`config.mk`:
```
export PLATFORM = sky130hd
export DESIGN_NAME = instr_fetch_flat
export DESIGN_NICKNAME = d
export VERILOG_FILES = /design/src/rtl/ifetch_pkg.sv /design/src/rtl/ifetch_if.sv /design/src/rtl/ifetch_fifo.sv /design/src/rtl/instr_fetch.sv /design/src/flat_wrapper.sv
export SDC_FILE = /design/constraint.sdc
export NUM_CORES = 1
export LEC_CHECK = 0
export ABC_AREA = 0
export BUFFER_PORTS_ARGS = -buffer_cell sky130_fd_sc_hd__buf_4
export CORE_MARGIN = 2
export CORE_UTILIZATION = 57
export DETAILED_ROUTE_END_ITERATION = 6
export GPL_TIMING_DRIVEN = 0
export PLACE_DENSITY = 0.86
export SLEW_MARGIN = 20
export SYNTH_ARGS = -nofsm -noshare
export SYNTH_HDL_FRONTEND = slang
export SYNTH_HIERARCHICAL = 1
export SYNTH_SLANG_ARGS = --single-unit
```
`constraint.sdc`:
```
create_clock -name clk -period 18.7 [get_ports clk]
set_input_delay 0.935 -clock clk [delete_from_list [all_inputs] [get_ports clk]]
set_output_delay 0.935 -clock clk [all_outputs]
set_load 0.005 [all_outputs]
```
`src/rtl/ifetch_pkg.sv`:
```
// ---------------------------------------------------------------------------
// ifetch_pkg
// Shared types and constants for the instruction fetch reader:
//   state_e        : fetch FSM states (IDLE / REQ / DRAIN)
//   fetch_entry_t  : one output-buffer entry {data, pc, fault}
//   DEFAULT_ADDR_BASE : reset vector / byte address of instruction word 0
//   FAULT_DATA     : instruction word delivered with a fault entry
//   word_align()   : clears the byte-offset bits of a byte address
// ---------------------------------------------------------------------------
package ifetch_pkg;

  localparam logic [31:0] DEFAULT_ADDR_BASE = 32'h0000_3000;
  localparam logic [31:0] FAULT_DATA        = 32'h0000_0000;

  typedef enum logic [1:0] {
    IDLE  = 2'd0,  // ready to accept an address from the PC
    REQ   = 2'd1,  // memory read outstanding, response will be buffered
    DRAIN = 2'd2   // memory read outstanding, response will be dropped
  } state_e;

  typedef struct packed {
    logic [31:0] data;
    logic [31:0] pc;
    logic        fault;
  } fetch_entry_t;

  function automatic logic [31:0] word_align(input logic [31:0] addr);
    return {addr[31:2], 2'b00};
  endfunction

endpackage

```
`src/rtl/ifetch_if.sv`:
```
// ---------------------------------------------------------------------------
// ifetch_if
// Bundles the three handshakes around the fetch reader:
//   PC side     : pc_addr, pc_valid -> ; <- pc_ready ; flush ->
//   memory side : <- mem_req, mem_addr ; mem_ack, mem_rdata ->
//   decode side : <- ins_valid, ins_data, ins_pc, ins_fault ; ins_ready ->
// Modports:
//   master : the fetch reader (drives the memory request and decode outputs)
//   slave  : its environment (PC, instruction memory, decode)
// ---------------------------------------------------------------------------
interface ifetch_if;

  logic [31:0] pc_addr;
  logic        pc_valid;
  logic        pc_ready;
  logic        flush;

  logic        mem_req;
  logic [31:0] mem_addr;
  logic        mem_ack;
  logic [31:0] mem_rdata;

  logic        ins_valid;
  logic        ins_ready;
  logic [31:0] ins_data;
  logic [31:0] ins_pc;
  logic        ins_fault;

  modport master (
    input  pc_addr, pc_valid, flush, mem_ack, mem_rdata, ins_ready,
    output pc_ready, mem_req, mem_addr, ins_valid, ins_data, ins_pc, ins_fault
  );

  modport slave (
    output pc_addr, pc_valid, flush, mem_ack, mem_rdata, ins_ready,
    input  pc_ready, mem_req, mem_addr, ins_valid, ins_data, ins_pc, ins_fault
  );

endinterface

```
`src/rtl/ifetch_fifo.sv`:
```
// ---------------------------------------------------------------------------
// ifetch_fifo
// Small synchronous in-order buffer of fetch entries.
// Ports:
//   clk, rst_n   : clock, asynchronous active-low reset
//   clear        : empty the buffer on this edge (wins over push and pop)
//   push, push_entry : write one entry at the tail
//   pop          : drop the head entry (ignored while empty)
//   head         : current head entry, all-zero while empty
//   count        : number of stored entries (0..DEPTH)
// DEPTH must be a power of two so the pointers wrap naturally.
// ---------------------------------------------------------------------------
module ifetch_fifo
  import ifetch_pkg::*;
#(
  parameter int unsigned DEPTH = 2,
  localparam int unsigned CW   = $clog2(DEPTH + 1)
) (
  input  logic         clk,
  input  logic         rst_n,
  input  logic         clear,
  input  logic         push,
  input  fetch_entry_t push_entry,
  input  logic         pop,
  output fetch_entry_t head,
  output logic [CW-1:0] count
);

  localparam int unsigned PW = $clog2(DEPTH);

  fetch_entry_t  mem_q [DEPTH];
  fetch_entry_t  mem_d [DEPTH];
  logic [PW-1:0] wr_ptr_q, wr_ptr_d;
  logic [PW-1:0] rd_ptr_q, rd_ptr_d;
  logic [CW-1:0] count_q,  count_d;
  logic          do_push, do_pop;

  // NOTE: every signal written here gets a default first, so no path leaves it unassigned and no latch is inferred.
  always_comb begin
    mem_d    = mem_q;
    wr_ptr_d = wr_ptr_q;
    rd_ptr_d = rd_ptr_q;
    count_d  = count_q;
    do_pop   = pop && (count_q != '0);
    // A push into a full buffer is only legal when the head leaves on the same edge.
    do_push  = push && ((count_q != CW'(DEPTH)) || do_pop);

    if (clear) begin
      wr_ptr_d = '0;
      rd_ptr_d = '0;
      count_d  = '0;
    end else begin
      if (do_push) begin
        mem_d[wr_ptr_q] = push_entry;
        wr_ptr_d        = wr_ptr_q + 1'b1;
      end
      if (do_pop) begin
        rd_ptr_d = rd_ptr_q + 1'b1;
      end
      case ({do_push, do_pop})
        2'b10:   count_d = count_q + 1'b1;
        2'b01:   count_d = count_q - 1'b1;
        default: count_d = count_q;
      endcase
    end
  end

  // NOTE: state flops use non-blocking assignments so every flop samples pre-edge values.
  always_ff @(posedge clk or negedge rst_n) begin
    if (!rst_n) begin
      wr_ptr_q <= '0;
      rd_ptr_q <= '0;
      count_q  <= '0;
    end else begin
      wr_ptr_q <= wr_ptr_d;
      rd_ptr_q <= rd_ptr_d;
      count_q  <= count_d;
    end
  end

  // NOTE: storage is not reset; the head is forced to zero while empty, so stale words never reach the outputs.
  always_ff @(posedge clk) begin
    mem_q <= mem_d;
  end

  assign head  = (count_q != '0) ? mem_q[rd_ptr_q] : '0;
  assign count = count_q;

endmodule

```
`src/rtl/instr_fetch.sv`:
```
// ---------------------------------------------------------------------------
// instr_fetch
// Instruction fetch reader between the PC register and decode. Accepts one
// address at a time from the PC, reads the word from instruction memory over
// a req/ack handshake and hands {word, address, fault} to decode through an
// in-order buffer. Out-of-range addresses produce a fault entry without any
// memory access. flush discards buffered entries and any in-flight response;
// an outstanding memory request is never retracted, its response is drained.
// Ports:
//   clk     : clock, rising edge
//   Reset_n : asynchronous active-low reset
//   bus     : ifetch_if.master (PC, memory and decode handshakes)
// Parameters:
//   ADDR_BASE  : byte address of instruction word 0
//   MEM_WORDS  : instruction memory size in 32-bit words
//   FIFO_DEPTH : output buffer entries (power of two, >= 2)
// Build option:
//   IFETCH_ALIGN_CHECK_EN : when defined, a pc_addr with non-zero byte offset
//   is a fault; otherwise the offset is ignored and the word-aligned address
//   is fetched.
// ---------------------------------------------------------------------------
module instr_fetch
  import ifetch_pkg::*;
#(
  parameter logic [31:0] ADDR_BASE  = DEFAULT_ADDR_BASE,
  parameter int unsigned MEM_WORDS  = 1024,
  parameter int unsigned FIFO_DEPTH = 2
) (
  input  logic     clk,
  input  logic     Reset_n,
  ifetch_if.master bus
);

  localparam int unsigned CW = $clog2(FIFO_DEPTH + 1);
  // One past the last valid byte; kept in 33 bits so the top of memory cannot wrap.
  localparam logic [32:0] ADDR_LIMIT = {1'b0, ADDR_BASE} + (33'(MEM_WORDS) * 33'd4);

  state_e        state_q, state_d;
  logic [31:0]   mem_addr_q, mem_addr_d;

  logic          range_fault;
  logic          align_fault;
  logic          addr_fault;
  logic          pc_ready;
  logic          accept;

  logic          fifo_push;
  fetch_entry_t  fifo_push_entry;
  logic          fifo_pop;
  fetch_entry_t  fifo_head;
  logic [CW-1:0] fifo_count;
  logic          ins_valid;

  assign range_fault = ({1'b0, bus.pc_addr} < {1'b0, ADDR_BASE}) ||
                       ({1'b0, bus.pc_addr} >= ADDR_LIMIT);

`ifdef IFETCH_ALIGN_CHECK_EN
  assign align_fault = (bus.pc_addr[1:0] != 2'b00);
`else
  assign align_fault = 1'b0;
`endif

  assign addr_fault = range_fault || align_fault;

  // Accept only with a free buffer slot: at most one request is outstanding and
  // nothing else pushes while it is, so its response always finds room.
  assign pc_ready = (state_q == IDLE) && !bus.flush && (fifo_count < CW'(FIFO_DEPTH));
  assign accept   = bus.pc_valid && pc_ready;

  always_comb begin
    state_d         = state_q;
    mem_addr_d      = mem_addr_q;
    fifo_push       = 1'b0;
    fifo_push_entry = '0;

    case (state_q)
      IDLE: begin
        if (accept) begin
          if (addr_fault) begin
            fifo_push       = 1'b1;
            fifo_push_entry = '{data: FAULT_DATA, pc: bus.pc_addr, fault: 1'b1};
          end else begin
            state_d    = REQ;
            mem_addr_d = word_align(bus.pc_addr);
          end
        end
      end

      REQ: begin
        if (bus.mem_ack) begin
          state_d = IDLE;
          // A response landing on the flush edge belongs to the discarded stream.
          if (!bus.flush) begin
            fifo_push       = 1'b1;
            fifo_push_entry = '{data: bus.mem_rdata, pc: mem_addr_q, fault: 1'b0};
          end
        end else if (bus.flush) begin
          state_d = DRAIN;
        end
      end

      DRAIN: begin
        if (bus.mem_ack) begin
          state_d = IDLE;
        end
      end

      default: state_d = IDLE;
    endcase
  end

  always_ff @(posedge clk or negedge Reset_n) begin
    if (!Reset_n) begin
      state_q    <= IDLE;
      mem_addr_q <= '0;
    end else begin
      state_q    <= state_d;
      mem_addr_q <= mem_addr_d;
    end
  end

  assign ins_valid = (fifo_count != '0);
  assign fifo_pop  = ins_valid && bus.ins_ready && !bus.flush;

  ifetch_fifo #(
    .DEPTH (FIFO_DEPTH)
  ) u_fifo (
    .clk        (clk),
    .rst_n      (Reset_n),
    .clear      (bus.flush),
    .push       (fifo_push),
    .push_entry (fifo_push_entry),
    .pop        (fifo_pop),
    .head       (fifo_head),
    .count      (fifo_count)
  );

  // mem_req is decoded from the state register, so it falls with reset
  // asynchronously and has no combinational dependence on mem_ack.
  assign bus.pc_ready  = pc_ready;
  assign bus.mem_req   = (state_q != IDLE);
  assign bus.mem_addr  = mem_addr_q;
  assign bus.ins_valid = ins_valid;
  assign bus.ins_data  = fifo_head.data;
  assign bus.ins_pc    = fifo_head.pc;
  assign bus.ins_fault = fifo_head.fault;

endmodule

```
`src/flat_wrapper.sv`:
```
// flat-port wrapper written by rule: the top's interface ports become plain ports
module instr_fetch_flat import ifetch_pkg::*;
#(
  parameter logic [31:0] ADDR_BASE  = DEFAULT_ADDR_BASE,
  parameter int unsigned MEM_WORDS  = 1024,
  parameter int unsigned FIFO_DEPTH = 2
)
  (clk, Reset_n, bus_pc_addr, bus_pc_valid, bus_flush, bus_mem_ack, bus_mem_rdata, bus_ins_ready, bus_pc_ready, bus_mem_req, bus_mem_addr, bus_ins_valid, bus_ins_data, bus_ins_pc, bus_ins_fault);
  ifetch_if bus_i ();
  input  logic clk;
  input  logic Reset_n;
  input wire logic [$bits(bus_i.pc_addr)-1:0] bus_pc_addr;
  input wire logic [$bits(bus_i.pc_valid)-1:0] bus_pc_valid;
  input wire logic [$bits(bus_i.flush)-1:0] bus_flush;
  input wire logic [$bits(bus_i.mem_ack)-1:0] bus_mem_ack;
  input wire logic [$bits(bus_i.mem_rdata)-1:0] bus_mem_rdata;
  input wire logic [$bits(bus_i.ins_ready)-1:0] bus_ins_ready;
  output wire logic [$bits(bus_i.pc_ready)-1:0] bus_pc_ready;
  output wire logic [$bits(bus_i.mem_req)-1:0] bus_mem_req;
  output wire logic [$bits(bus_i.mem_addr)-1:0] bus_mem_addr;
  output wire logic [$bits(bus_i.ins_valid)-1:0] bus_ins_valid;
  output wire logic [$bits(bus_i.ins_data)-1:0] bus_ins_data;
  output wire logic [$bits(bus_i.ins_pc)-1:0] bus_ins_pc;
  output wire logic [$bits(bus_i.ins_fault)-1:0] bus_ins_fault;
  assign bus_i.pc_addr = bus_pc_addr;
  assign bus_i.pc_valid = bus_pc_valid;
  assign bus_i.flush = bus_flush;
  assign bus_i.mem_ack = bus_mem_ack;
  assign bus_i.mem_rdata = bus_mem_rdata;
  assign bus_i.ins_ready = bus_ins_ready;
  assign bus_pc_ready = bus_i.pc_ready;
  assign bus_mem_req = bus_i.mem_req;
  assign bus_mem_addr = bus_i.mem_addr;
  assign bus_ins_valid = bus_i.ins_valid;
  assign bus_ins_data = bus_i.ins_data;
  assign bus_ins_pc = bus_i.ins_pc;
  assign bus_ins_fault = bus_i.ins_fault;
  instr_fetch #(.ADDR_BASE(ADDR_BASE), .MEM_WORDS(MEM_WORDS), .FIFO_DEPTH(FIFO_DEPTH)) u_core (.clk(clk), .Reset_n(Reset_n), .bus(bus_i));
endmodule
```
== Word-level counts from Yosys, hierarchy flattened ==
Cells that the tools add are included.

* Add/sub/neg operators: 4
* Order comparisons: 6
* Equal/unequal tests: 9
* Muxes and demuxes: 29
* Bitwise logic cells: 4
* Reductions and logical operators: 20

{| class="wikitable"
|+ Operators with widths
! operator !! number
|-
| $mux W65 || 8
|-
| $bwmux W130 || 1
|-
| $pmux W65 S2 || 1
|-
| $demux W65 S1 || 1
|-
| $mux W33 || 1
|-
| $ge A32 B15 Y1 const B || 1
|-
| $lt A32 B14 Y1 const B || 1
|-
| $mux W2 || 6
|-
| $logic_and A1 B1 Y1 || 8
|-
| $mux W1 || 8
|-
| $reduce_bool A2 Y1 || 4
|-
| $ne A2 B2 Y1 const B || 3
|-
| $pmux W2 S3 || 1
|-
| $eq A2 B1 Y1 const B || 2
|-
| $eq A2 B2 Y1 const B || 2
|-
| $ge A2 B2 Y1 const B || 2
|-
| $not A1 Y2 || 2
|-
| $pmux W2 S2 || 1
|-
| $reduce_and A4 Y1 || 1
|-
| $ne A3 B3 Y1 const B || 1
|-
| $reduce_and A3 Y1 || 1
|-
| $reduce_bool A3 Y1 || 1
|-
| $add A1 B1 Y1 const B || 2
|-
| $add A2 B1 Y2 const B || 1
|-
| other kinds (10) || 12
|}

* Register bits after elaboration: 166
* Input bits: 70
* Output and inout port bits: 100

== Logic depth before layout (Yosys ltp) ==
* Depth after elaboration: 10
* Depth in mapped cells: 8

== Cells and area by module ==
Netlist, hierarchy kept.

{| class="wikitable"
|+ Modules (own cells, without submodules)
! module !! times used !! cells each !! area each (um^2)
|-
| ifetch_fifo || 1 || 301 || 5,167.5
|-
| instr_fetch || 1 || 163 || 1,766.7
|}

== Worst setup path before layout ==
OpenSTA, ideal clock, no wires.

* Kind: input to register
* From: input port bus_flush
* To: register u_core/u_fifo/mem_q[0] (netlist bit) (enable)
* Setup time: 0.670 ns
* Data arrival time: 8.788 ns
* Setup slack: 9.241 ns
* Stages on the path: 7
* Buffers on the path: 1
* Cells stage by stage: nor4_2 -> and2_1 -> buf_6 -> a21boi_4 -> or2_2 -> inv_2 -> nor4b_1

* Cells in the longest elaborated chain, start to end: 8

{| class="wikitable"
|+ RTL lines
! element !! line !! RTL
|-
| start: declaration || flat_wrapper.sv:14 || <nowiki>input wire logic [$bits(bus_i.flush)-1:0] bus_flush;</nowiki>
|-
| $logic_not A1 Y1 || instr_fetch.sv:67 || <nowiki>assign pc_ready = (state_q == IDLE) && !bus.flush && (fifo_count < CW'(FIFO_DEPTH));</nowiki>
|-
| $logic_and A1 B1 Y1 (2 in series) || instr_fetch.sv:67 ||
|-
| $logic_and A1 B1 Y1 || instr_fetch.sv:68 || <nowiki>assign accept = bus.pc_valid && pc_ready;</nowiki>
|-
| $mux W1 || instr_fetch.sv:78 || <nowiki>if (accept) begin</nowiki>
|-
| $pmux W1 S2 * || instr_fetch.sv:76 || <nowiki>case (state_q)</nowiki>
|-
| named net u_core.fifo_push || instr_fetch.sv:47 || <nowiki>logic fifo_push;</nowiki>
|-
| $logic_and A1 B1 Y1 * || ifetch_fifo.sv:46 || <nowiki>do_push = push && ((count_q != CW'(DEPTH)) || do_pop);</nowiki>
|-
| $reduce_and A2 Y1 (no line) * || -- ||
|-
| end signal: assignment || ifetch_fifo.sv:83 || <nowiki>mem_q <= mem_d;</nowiki>
|-
| end: declaration || ifetch_fifo.sv:31 || <nowiki>fetch_entry_t mem_q [DEPTH];</nowiki>
|}

The timed path passes the listed nets; every way through them passes the cells marked *.
A chain may end at the register's enable or synchronous reset.

== Worst setup path in the final report ==
* From: input port bus_flush
* To: register u_core/u_fifo/mem_q[60] (netlist bit) (enable)

Same word-level chain as after synthesis.

==> flow_summary_export.csv <==
group,metric,value,unit
run_status,status,"finished, final reports clean",
routing,postRouteAntennaNets,0,
placed_design,gp_congestion,0.791,
timing,finalSetupViolCount,0,
worst_setup_path,arrival,3.95,ns
floorplanning,start_util,0.580,
global_route,grt_pass1_wl,24.0,mm
finish,nFillCells,733,
synthesis,yosysTopAreaCell,"edfxtp_1",
synthesis,synthFlopType,"edfxtp_1",
global_route,grt_usage,0.248,
worst_setup_path,rr_worst_depth,11,
routing,drt-pass1-iter-count,4,
timing,maxSlewHeadroom,0.561,
clocking,cts_tree,"yes",
routing,vias,4590,
worst_setup_path,end_kind,"register",
pwr,finalPower,0.810,mW
clocking,htreeDepth,4,
worst_setup_path,crit_path_top_delay_cell,"nor4b_2",
pwr,p_per_area,88.9,nW/um^2
routing,wl_per_cell,19.2,um
timing,period_needed,3.82,ns
placed_design,portBuffers,167,
floorplanning,design.core.area,12000,sq um
worst_setup_path,cpPeakStageDelay,0.62,ns
global_route,grt_overflow,0,
timing,setup-tns-final,0,ns
synthesis,synth_cell_types,37,
worst_setup_path,criticalPathCategory,"primary input to register",
timing,tightest_slew,0.659,ns
synthesis,yosysSeqAreaShare,0.693,
synthesis,synth_common_cells,"edfxtp_1, nor2_1, mux2i_1, dfrtp_1, and2_1",
synthesis,synth_area,6930,sq um
floorplanning,die_area,13100,sq um
timing,fin_worst_skew,0.00915,ns
worst_setup_path,critPathLaunchType,"primary input",
floorplanning,io_pins,170,
placed_design,dpl_worst_slack,14.52,ns
timing,hold_violations,0,
pwr,ir_worst_vdd,0.0746,mV
placed_design,place_area,8520,sq um
clocking,post_cts_buffers,0,
finish,drive_gt1_frac,0.386,
global_route,antenna_found_initial,0,
synthesis,synth_cells,464,
floorplanning,fp-row-count,40,
floorplanning,fp.dieW,114,um
worst_setup_path,required,18.83,ns
worst_setup_path,cp-endpoint,"u_core/u_fifo/mem_q[60]",
routing,routed_wl,15.9,mm
synthesis,yosysMostFrequentCell,"edfxtp_1",
worst_setup_path,rrSetupSlack,15.14,ns
clocking,numCtsBuffers,17,
synthesis,syn_avg_cell_area,14.9,sq um
clocking,hold_buffers,0,
synthesis,synthTopCellsByArea,"edfxtp_1, dfrtp_1, mux2i_1",
routing,drtIter0Drc,239,
global_route,grt_max_degree,37,
synthesis,yosysWarnings,6,
clocking,ctsLongestPathBuffers,2,
clocking,clock-sinks,166,
clocking,root_buffer,"clkbuf_16",
global_route,grt_pass1_vias,4604,
timing,fmax,262,MHz
finish,nets,738,
worst_setup_path,cp-startpoint,"bus_flush",
timing,fin_hold_ws,0.472,ns
synthesis,yosysTopAreaCellShare,0.563,
synthesis,synth_edf_count,130,
finish,fin_area,9110,sq um
worst_hold_path,hold_class,"primary input to async pin",
worst_setup_path,path_max_fanout,10,
worst_setup_path,crit_chain,"buf_4 -> nor4_2 -> and2_1 -> buf_6 -> a21boi_4 -> or2_2 -> inv_2 -> nor4b_2 -> buf_2 -> buf_4 -> buf_2 -> buf_4",
clocking,post_cts_resized,0,
routing,viasPerCell,5.54,
finish,num_antenna_cells,0,
finish,area_delta_synth_final,31.3,%
synthesis,ys_async_sr_fraction,0.217,
floorplanning,die_y,114,um
placed_design,place_hpwl,11.1,mm
worst_setup_path,r2r-start,"u_core/state_q[0]",
timing,rsz0062_at_grt,"false",
flow_run,cap_violations,0,
worst_setup_path,r2r-end,"u_core/u_fifo/mem_q[60]",
worst_setup_path,path_common_cell,"buf_4",
clocking,path_clk_slew,0.07,ns
synthesis,ys_seq_elements,166,
timing,maxSlewViolCount,0,
timing,fin_crit_sh,0.204,
pwr,leakage,3.84,nW
clocking,insertion_delay,0.42,ns
timing,fin_ws,14.88,ns
routing,drc,0,
power by group:
| group | switching (mW) | internal, mW | leakage [nW] |
|---|---|---|---|
| registers | 0.00190 | 0.403 | 1.75 |
| clock network | 0.141 | 0.202 | 0.293 |
| logic | 0.0294 | 0.0320 | 1.79 |
cell usage in the layout (no fill, tap or decap), drive strengths merged, types with 2 or more instances in the layout:
master | netlist | routed
nor2b | 19 | 19
conb | 1 | 2
dfrtp | 36 | 36
and2 | 35 | 35
nor2 | 70 | 70
nand2 | 2 | 2
nor4 | 5 | 5
or2 | 5 | 5
clkinv | 0 | 3
mux2i | 65 | 65
nand3 | 2 | 2
a22o | 30 | 30
clkbuf | 7 | 31
edfxtp | 130 | 130
nor4b | 3 | 3
o21ai | 3 | 3
buf | 24 | 208
inv | 2 | 6
and3 | 2 | 2
mux2 | 11 | 11
layout make-up:
| class | instances | area [sq um] | share of cell area |
|---|---|---|---|
| plain buffers | 31 | 215 | 0.0236 |
| clock buffers | 24 | 536 | 0.0588 |
| clock inverters | 8 | 56.3 | 0.00618 |
| inverters | 2 | 7.51 | 0.000824 |
| multi-input cells | 266 | 1930 | 0.211 |
| flip-flops and latches | 166 | 4800 | 0.528 |
| well taps | 147 | 184 | 0.0202 |
| repair buffers | 184 | 1380 | 0.151 |
kinds of logic (layout without fill, tap and decap cells):
logic type | count (synthesis) | count (layout) | synth area share
compound gates | 40 | 40 | 0.0494
xor+xnor | 1 | 1 | 0.00126
buf+inv | 33 | 249 | 0.0321
flops | 166 | 166 | 0.693
mux | 76 | 76 | 0.112
other cells | 1 | 2 | 0.000541
simple gates | 147 | 147 | 0.112
stage by stage:
step,instances,util
2_1_floorplan,465,-
3_3_place_gp,779,0.700
3_5_place_dp,796,0.712
4_1_cts,828,0.761
5_1_grt,828,0.761
6_report,828,0.761
sequential cells by signal, summed over array words and instances, names as in the netlist:
register	count
u_core/bus.mem_addr	30
u_core/state_q	2
u_core/u_fifo/count	2
u_core/u_fifo/mem_q	130
u_core/u_fifo/rd_ptr_q	1
u_core/u_fifo/wr_ptr_q	1
worst max-delay path: cells and delay by family:
kind | cells | cell delay (ns)
AOI/OAI and AO/OA | 1 | 0.30
buffers and inverters | 7 | 1.30
and+or+nand+nor | 4 | 1.40
worst min-delay path by stage:
stage | start | endpoint | slack (ns) | cells after the start
6_report | Reset_n | u_core/bus.mem_addr[23] | 0.47 | 1
5_1_grt | Reset_n | u_core/bus.mem_addr[18] | 0.50 | 1
4_1_cts | Reset_n | u_core/bus.mem_addr[23] | 0.47 | 1
3_5_place_dp | u_core/bus.mem_addr[13] | u_core/bus.mem_addr[13] | 0.51 | 1
3_3_place_gp | u_core/bus.mem_addr[12] | u_core/bus.mem_addr[12] | 0.49 | 1
2_1_floorplan | u_core/bus.mem_addr[12] | u_core/bus.mem_addr[12] | 0.49 | 1
layer usage:
layer  up-vias  track usage  wire [um]
met5         -            0          0
met4         0       0.0902        303
met2       195        0.426       8190
li1       2109            -          -
met1      2260        0.303       6250
met3        26       0.0656       1120
(Power assumes the default switching activity.)
